### config.mk
export PLATFORM = sky130hd
export DESIGN_NAME = path_sweep_ctrl
export DESIGN_NICKNAME = d
export VERILOG_FILES = /design/src/rtl/path_sweep_ctrl.sv
export SDC_FILE = /design/constraint.sdc
export NUM_CORES = 1
export LEC_CHECK = 0
export BUFFER_PORTS_ARGS = -buffer_cell sky130_fd_sc_hd__buf_2
export CAP_MARGIN = 15
export CORE_ASPECT_RATIO = 0.9
export CORE_MARGIN = 2
export CORE_UTILIZATION = 36
export CTS_CLUSTER_SIZE = 14
export DETAILED_ROUTE_END_ITERATION = 6
export GPL_TIMING_DRIVEN = 0
export PLACE_DENSITY_LB_ADDON = 0.2
export SETUP_SLACK_MARGIN = 0.5
export SLEW_MARGIN = 20
export SYNTH_ARGS = -nofsm -noshare
export SYNTH_HDL_FRONTEND = slang
export SYNTH_SLANG_ARGS = --single-unit
### constraint.sdc
create_clock -name clock -period 3 [get_ports clock]
set_input_delay 0.45 -clock clock [delete_from_list [all_inputs] [get_ports clock]]
set_output_delay 0.45 -clock clock [all_outputs]
set_load 0.005 [all_outputs]
### src/rtl/path_sweep_ctrl.sv
// path_sweep_ctrl: steps {a,b,c,d} through all 16 vectors for the two-level
// AND datapath. Each vector is held for a settle window, then the datapath
// output is sampled once and checked against a&b&c&d.
//
// Control interface: start and abort are single-cycle level controls sampled
// on each rising edge; there is no ready/ack. start is honoured only in IDLE
// or DONE, and abort only while busy. When both are asserted in IDLE/DONE,
// start takes effect. done stays high until the next start or reset.
module path_sweep_ctrl #(
  parameter int SETTLE_CYC = 13,
  parameter int CNT_W      = 8
) (
  input  logic       clock,
  input  logic       reset,
  input  logic       start,
  input  logic       abort,
  input  logic       dut_out,
  output logic [3:0] vec_out,
  output logic       busy,
  output logic       done,
  output logic       sample_strobe,
  output logic [4:0] err_count,
  output logic       err_flag,
  output logic [3:0] first_err_vec
);

  typedef enum logic [1:0] {
    IDLE   = 2'd0,
    SETTLE = 2'd1,
    SAMPLE = 2'd2,
    DONE   = 2'd3
  } state_t;

  // Counter reload value: SETTLE lasts cnt+1 cycles, counting down to zero.
  localparam logic [CNT_W-1:0] RELOAD = CNT_W'(SETTLE_CYC - 1);

  state_t           state, state_next;
  logic [CNT_W-1:0] cnt, cnt_next;
  logic [3:0]       vec_next;
  logic             busy_next;
  logic             done_next;
  logic [4:0]       err_count_next;
  logic             err_flag_next;
  logic [3:0]       first_err_vec_next;

  // State register plus all registered outputs; reset overrides everything.
  always_ff @(posedge clock) begin
    if (reset) begin
      state         <= IDLE;
      cnt           <= '0;
      vec_out       <= 4'd0;
      busy          <= 1'b0;
      done          <= 1'b0;
      err_count     <= 5'd0;
      err_flag      <= 1'b0;
      first_err_vec <= 4'd0;
    end else begin
      state         <= state_next;
      cnt           <= cnt_next;
      vec_out       <= vec_next;
      busy          <= busy_next;
      done          <= done_next;
      err_count     <= err_count_next;
      err_flag      <= err_flag_next;
      first_err_vec <= first_err_vec_next;
    end
  end

  // Next-state and next-register-value logic for the sweep sequence.
  always_comb begin
    state_next         = state;
    cnt_next           = cnt;
    vec_next           = vec_out;
    busy_next          = busy;
    done_next          = done;
    err_count_next     = err_count;
    err_flag_next      = err_flag;
    first_err_vec_next = first_err_vec;

    case (state)
      IDLE, DONE: begin
        if (start) begin
          state_next         = SETTLE;
          cnt_next           = RELOAD;
          vec_next           = 4'd0;
          busy_next          = 1'b1;
          done_next          = 1'b0;
          err_count_next     = 5'd0;
          err_flag_next      = 1'b0;
          first_err_vec_next = 4'd0;
        end
      end

      SETTLE: begin
        if (abort) begin
          state_next = IDLE;
          vec_next   = 4'd0;
          busy_next  = 1'b0;
          done_next  = 1'b0;
        end else if (cnt == '0) begin
          state_next = SAMPLE;
        end else begin
          cnt_next = cnt - 1'b1;
        end
      end

      SAMPLE: begin
        if (abort) begin
          // An aborted sample is discarded; earlier error history is kept.
          state_next = IDLE;
          vec_next   = 4'd0;
          busy_next  = 1'b0;
          done_next  = 1'b0;
        end else begin
          // Written as match/else so an unknown dut_out lands in the error path.
          if (dut_out == (&vec_out)) begin
            err_count_next = err_count;
          end else begin
            if (err_count != 5'd16) begin
              err_count_next = err_count + 5'd1;
            end
            if (!err_flag) begin
              err_flag_next      = 1'b1;
              first_err_vec_next = vec_out;
            end
          end

          if (vec_out == 4'hF) begin
            state_next = DONE;
            busy_next  = 1'b0;
            done_next  = 1'b1;
          end else begin
            state_next = SETTLE;
            vec_next   = vec_out + 4'd1;
            cnt_next   = RELOAD;
          end
        end
      end

      default: begin
        state_next = IDLE;
      end
    endcase
  end

  // Unregistered output decode: strobe marks the single SAMPLE cycle.
  always_comb begin
    sample_strobe = (state == SAMPLE);
  end

endmodule

==> flow_summary.yaml <==
setup_path:
  criticalPathCategory: "reg2reg"
  worst-endpoint-arrival_ns: 2.52
  endpoint_kind: "register"
  gate_family_responsible_for_the_most_delay_along_the_worst_path: "simple AND/OR/NAND/NOR gates"
  cp_max_fo: 9
  critPathRequiredTime_ns: 3.20
  start_kind: "register"
  critical_path_buf_inv_count: 3
  critical_path.cell_chain: "inv_1 -> ha_1 -> nor2b_4 -> buf_6 -> or3_1 -> clkbuf_2 -> or4_1 -> a21oi_1"
  critPathSlowestCell: "sky130_fd_sc_hd__or4_1"
  delay_of_the_slowest_cell_on_the_worst_path_ns: 0.47
final_layout:
  relative_area_change_from_synthesis_to_final_layout_pct: 13.4
  final_nets: 244
  post_route_cells_drive_above_1_share_pct: 12.7
  n_antenna_cell: 0
cts:
  cts_sinks: 26
  root_buffer: "sky130_fd_sc_hd__clkbuf_8"
  tritoncts: "yes"
  worstSkewPairLatency_ns: 0.27
  worst_setup_hold_path_clk_slew_ns: 0.09
  cts-root-to-sink-buffers: 2
  hold_buffers: 0
  postCtsSetupBuffers: 0
  cts-buffers-inserted: 3
  cts.htree.levels: 1
  number_of_gates_given_a_new_drive_strength_after_cts: 0
sta:
  fmax_ghz: 0.430
  setup_total_negative_slack_ns: 0
  unrepaired_setup_endpoints_after_global_routing: "false"
  relSlewSlack_pct: 54.1
  final_setup_skew_ns: 0.00796
  layout_worst_path_cycle_share_pct: 77.5
  timing.final.hold_violations: 0
  setup_viol: 0
  final.min_clock_period_ns: 2.32
  final-max-slew-violation-count: 0
  worst-slew-pin-transition_ns: 0.682
place:
  place.detailed.hpwl_um: 2920
  gpl_wtd_cong: 0.811
  buffer_ports.inserted: 20
synth:
  synth_area_per_cell_um2: 7.91
  synth_enable_flop_cells: 0
  netlist_area_um2: 1630
  ys_seq_area_share_pct: 31.9
  async_flop_share_pct: 0
  ys.warnings.count: 0
  netlist-cell-type-count: 40
  postSynthCellCount: 206
  ys_seq_elements: 26
  postSynthNetCount: 219
  most_used_flip_flop_cell_after_synthesis: "sky130_fd_sc_hd__dfxtp_1"
global_routing:
  overflow_left_after_global_routing: 0
  globalRouteTotalUtil_pct: 17.1
  antenna_found_initial: 0
  maximum_number_of_pins_on_one_net_before_global_route_repair: 14
  grt_pass1_wl_um: 6780
  first_global_vias: 1451
route:
  avgRoutedWirePerCell_um: 13.6
  detail_route.wirelength_um: 3970
  drc: 0
  drt_pass1_iterations: 5
  final_antenna_net_count: 0
  total_number_of_vias: 1591
  detail_route.iter0.violations: 109
  vias_per_cell: 5.47
pwr:
  p_total_uw: 866
  power.ir.vdd_worst_uv: 361
  power.static_leakage_nw: 0.702
  power_density_nw_per_um2: 468
job:
  timing.max_cap.violations: 0
die:
  placement_rows: 23
  die_area_um2: 5080
  floorplan.initialDensity_pct: 37.0
  horizontal_die_dimension_um: 74.9
  chipHeight_um: 67.8
  count_of_boundary_i_o_pins: 22
  placeableCoreArea_um2: 4400
status:
  status: "finished, final reports clean"
worst_hold_path:
  hold_class: "reg2reg"
## state kept, by name, indices dropped and copies added (netlist names)
register	cells
busy	1
cnt	8
err_flag	1
err_count	5
state	2
first_err_vec	4
done	1
vec_out	4
## final timing paths
path / from / endpoint / slack (ns) / cells after the start
hold reg to reg: first_err_vec[2] / first_err_vec[2] / 0.50 / 2
setup reg to reg: state[0] / err_count[1] / 0.68 / 8
hold / removal: first_err_vec[2] / first_err_vec[2] / 0.50 / 2
setup / recovery: state[0] / err_count[1] / 0.68 / 8
## worst min-delay path, stage by stage, from the launching register on
cell                      delay, ns
sky130_fd_sc_hd__dfxtp_1       0.33
sky130_fd_sc_hd__nand3_1       0.06
sky130_fd_sc_hd__nand3_1       0.06
## cell usage after synthesis, drive strengths merged, types with 6 or more instances
master / number / area, um2
a21oi: 12 / 60.1
clkbuf: 8 / 31.3
dfxtp: 26 / 521
ha: 8 / 100
inv: 8 / 30.0
nand2: 12 / 45.0
nand3: 21 / 105
nand4: 8 / 50.1
nor2: 10 / 37.5
nor2b: 7 / 51.3
nor3: 6 / 30.0
nor3b: 7 / 52.6
o21ai: 13 / 65.1
## report_power, final
part	internal, mW	total (mW)	switching [mW]
sequential	0.370	0.395	0.0253
clock	0.0901	0.201	0.111
combinational	0.108	0.271	0.162
total	0.568	0.866	0.298
## cells by family (layout without fill, tap and decap cells)
kind of cell             after synthesis  count (layout)  share of synthesized area (%)
AO/OA/AOI/OAI                         51              51                           19.8
XOR/XNOR                               2               2                           1.07
adder cells (fa/ha/maj)                8               8                           6.14
buffers and inverters                 18              41                           4.76
flip-flops                            26              26                           31.9
multiplexers                           4               4                           2.53
AND/OR/NAND/NOR                       97              97                           33.8
## placed cells by master (no fill, tap or decap), types with 4 or more instances in the layout
| master | count |
|---|---|
| sky130_fd_sc_hd__nor3b_1 | 7 |
| sky130_fd_sc_hd__ha_1 | 8 |
| sky130_fd_sc_hd__nand3_1 | 21 |
| sky130_fd_sc_hd__or3_1 | 4 |
| sky130_fd_sc_hd__a211oi_1 | 4 |
| sky130_fd_sc_hd__o21ai_0 | 13 |
| sky130_fd_sc_hd__nand2b_1 | 5 |
| sky130_fd_sc_hd__clkbuf_1 | 7 |
| sky130_fd_sc_hd__nor2_1 | 10 |
| sky130_fd_sc_hd__buf_2 | 21 |
| sky130_fd_sc_hd__inv_1 | 8 |
| sky130_fd_sc_hd__nand4_1 | 8 |
| sky130_fd_sc_hd__o31ai_1 | 5 |
| sky130_fd_sc_hd__or4_1 | 5 |
| sky130_fd_sc_hd__nor2b_1 | 6 |
| sky130_fd_sc_hd__dfxtp_1 | 26 |
| sky130_fd_sc_hd__nand2_1 | 12 |
| sky130_fd_sc_hd__a21oi_1 | 12 |
| sky130_fd_sc_hd__a31oi_1 | 5 |
| sky130_fd_sc_hd__nor3_1 | 6 |
## layer usage
metal | track usage [%] | wire length, um | up-vias
met2 | 27.1 | 1710 | 34
met5 | 0 | 0 | -
li1 | - | - | 821
met4 | 2.90 | 29 | 0
met3 | 4.27 | 182 | 4
met1 | 23.8 | 2050 | 732
## metrics by stage
| step | setup WS, ns | cell area (um2) | cells | hold slack (ns) | util [%] |
|---|---|---|---|---|---|
| 4_1_cts | 0.683 | 1850 | 291 | 0.499 | 42.0 |
| 3_3_place_gp | 0.705 | 1810 | 288 | 0.473 | 41.1 |
| 6_report | 0.675 | 1850 | 291 | 0.499 | 42.0 |
| 3_5_place_dp | 0.722 | 1810 | 288 | 0.485 | 41.1 |
| 5_1_grt | 0.526 | 1850 | 291 | 0.533 | 42.0 |
| 2_1_floorplan | 0.868 | 1630 | 206 | 0.456 | - |
## layout make-up
cell class / instances / area, um2
buffer: 10 / 47.5
clock buffer: 3 / 41.3
fill: 482 / 2550
inverter: 8 / 30.0
multi-input combinational: 162 / 1030
sequential: 26 / 520
tap: 62 / 77.6
timing repair buffer: 20 / 100
Power figures use the tool's default switching activity.
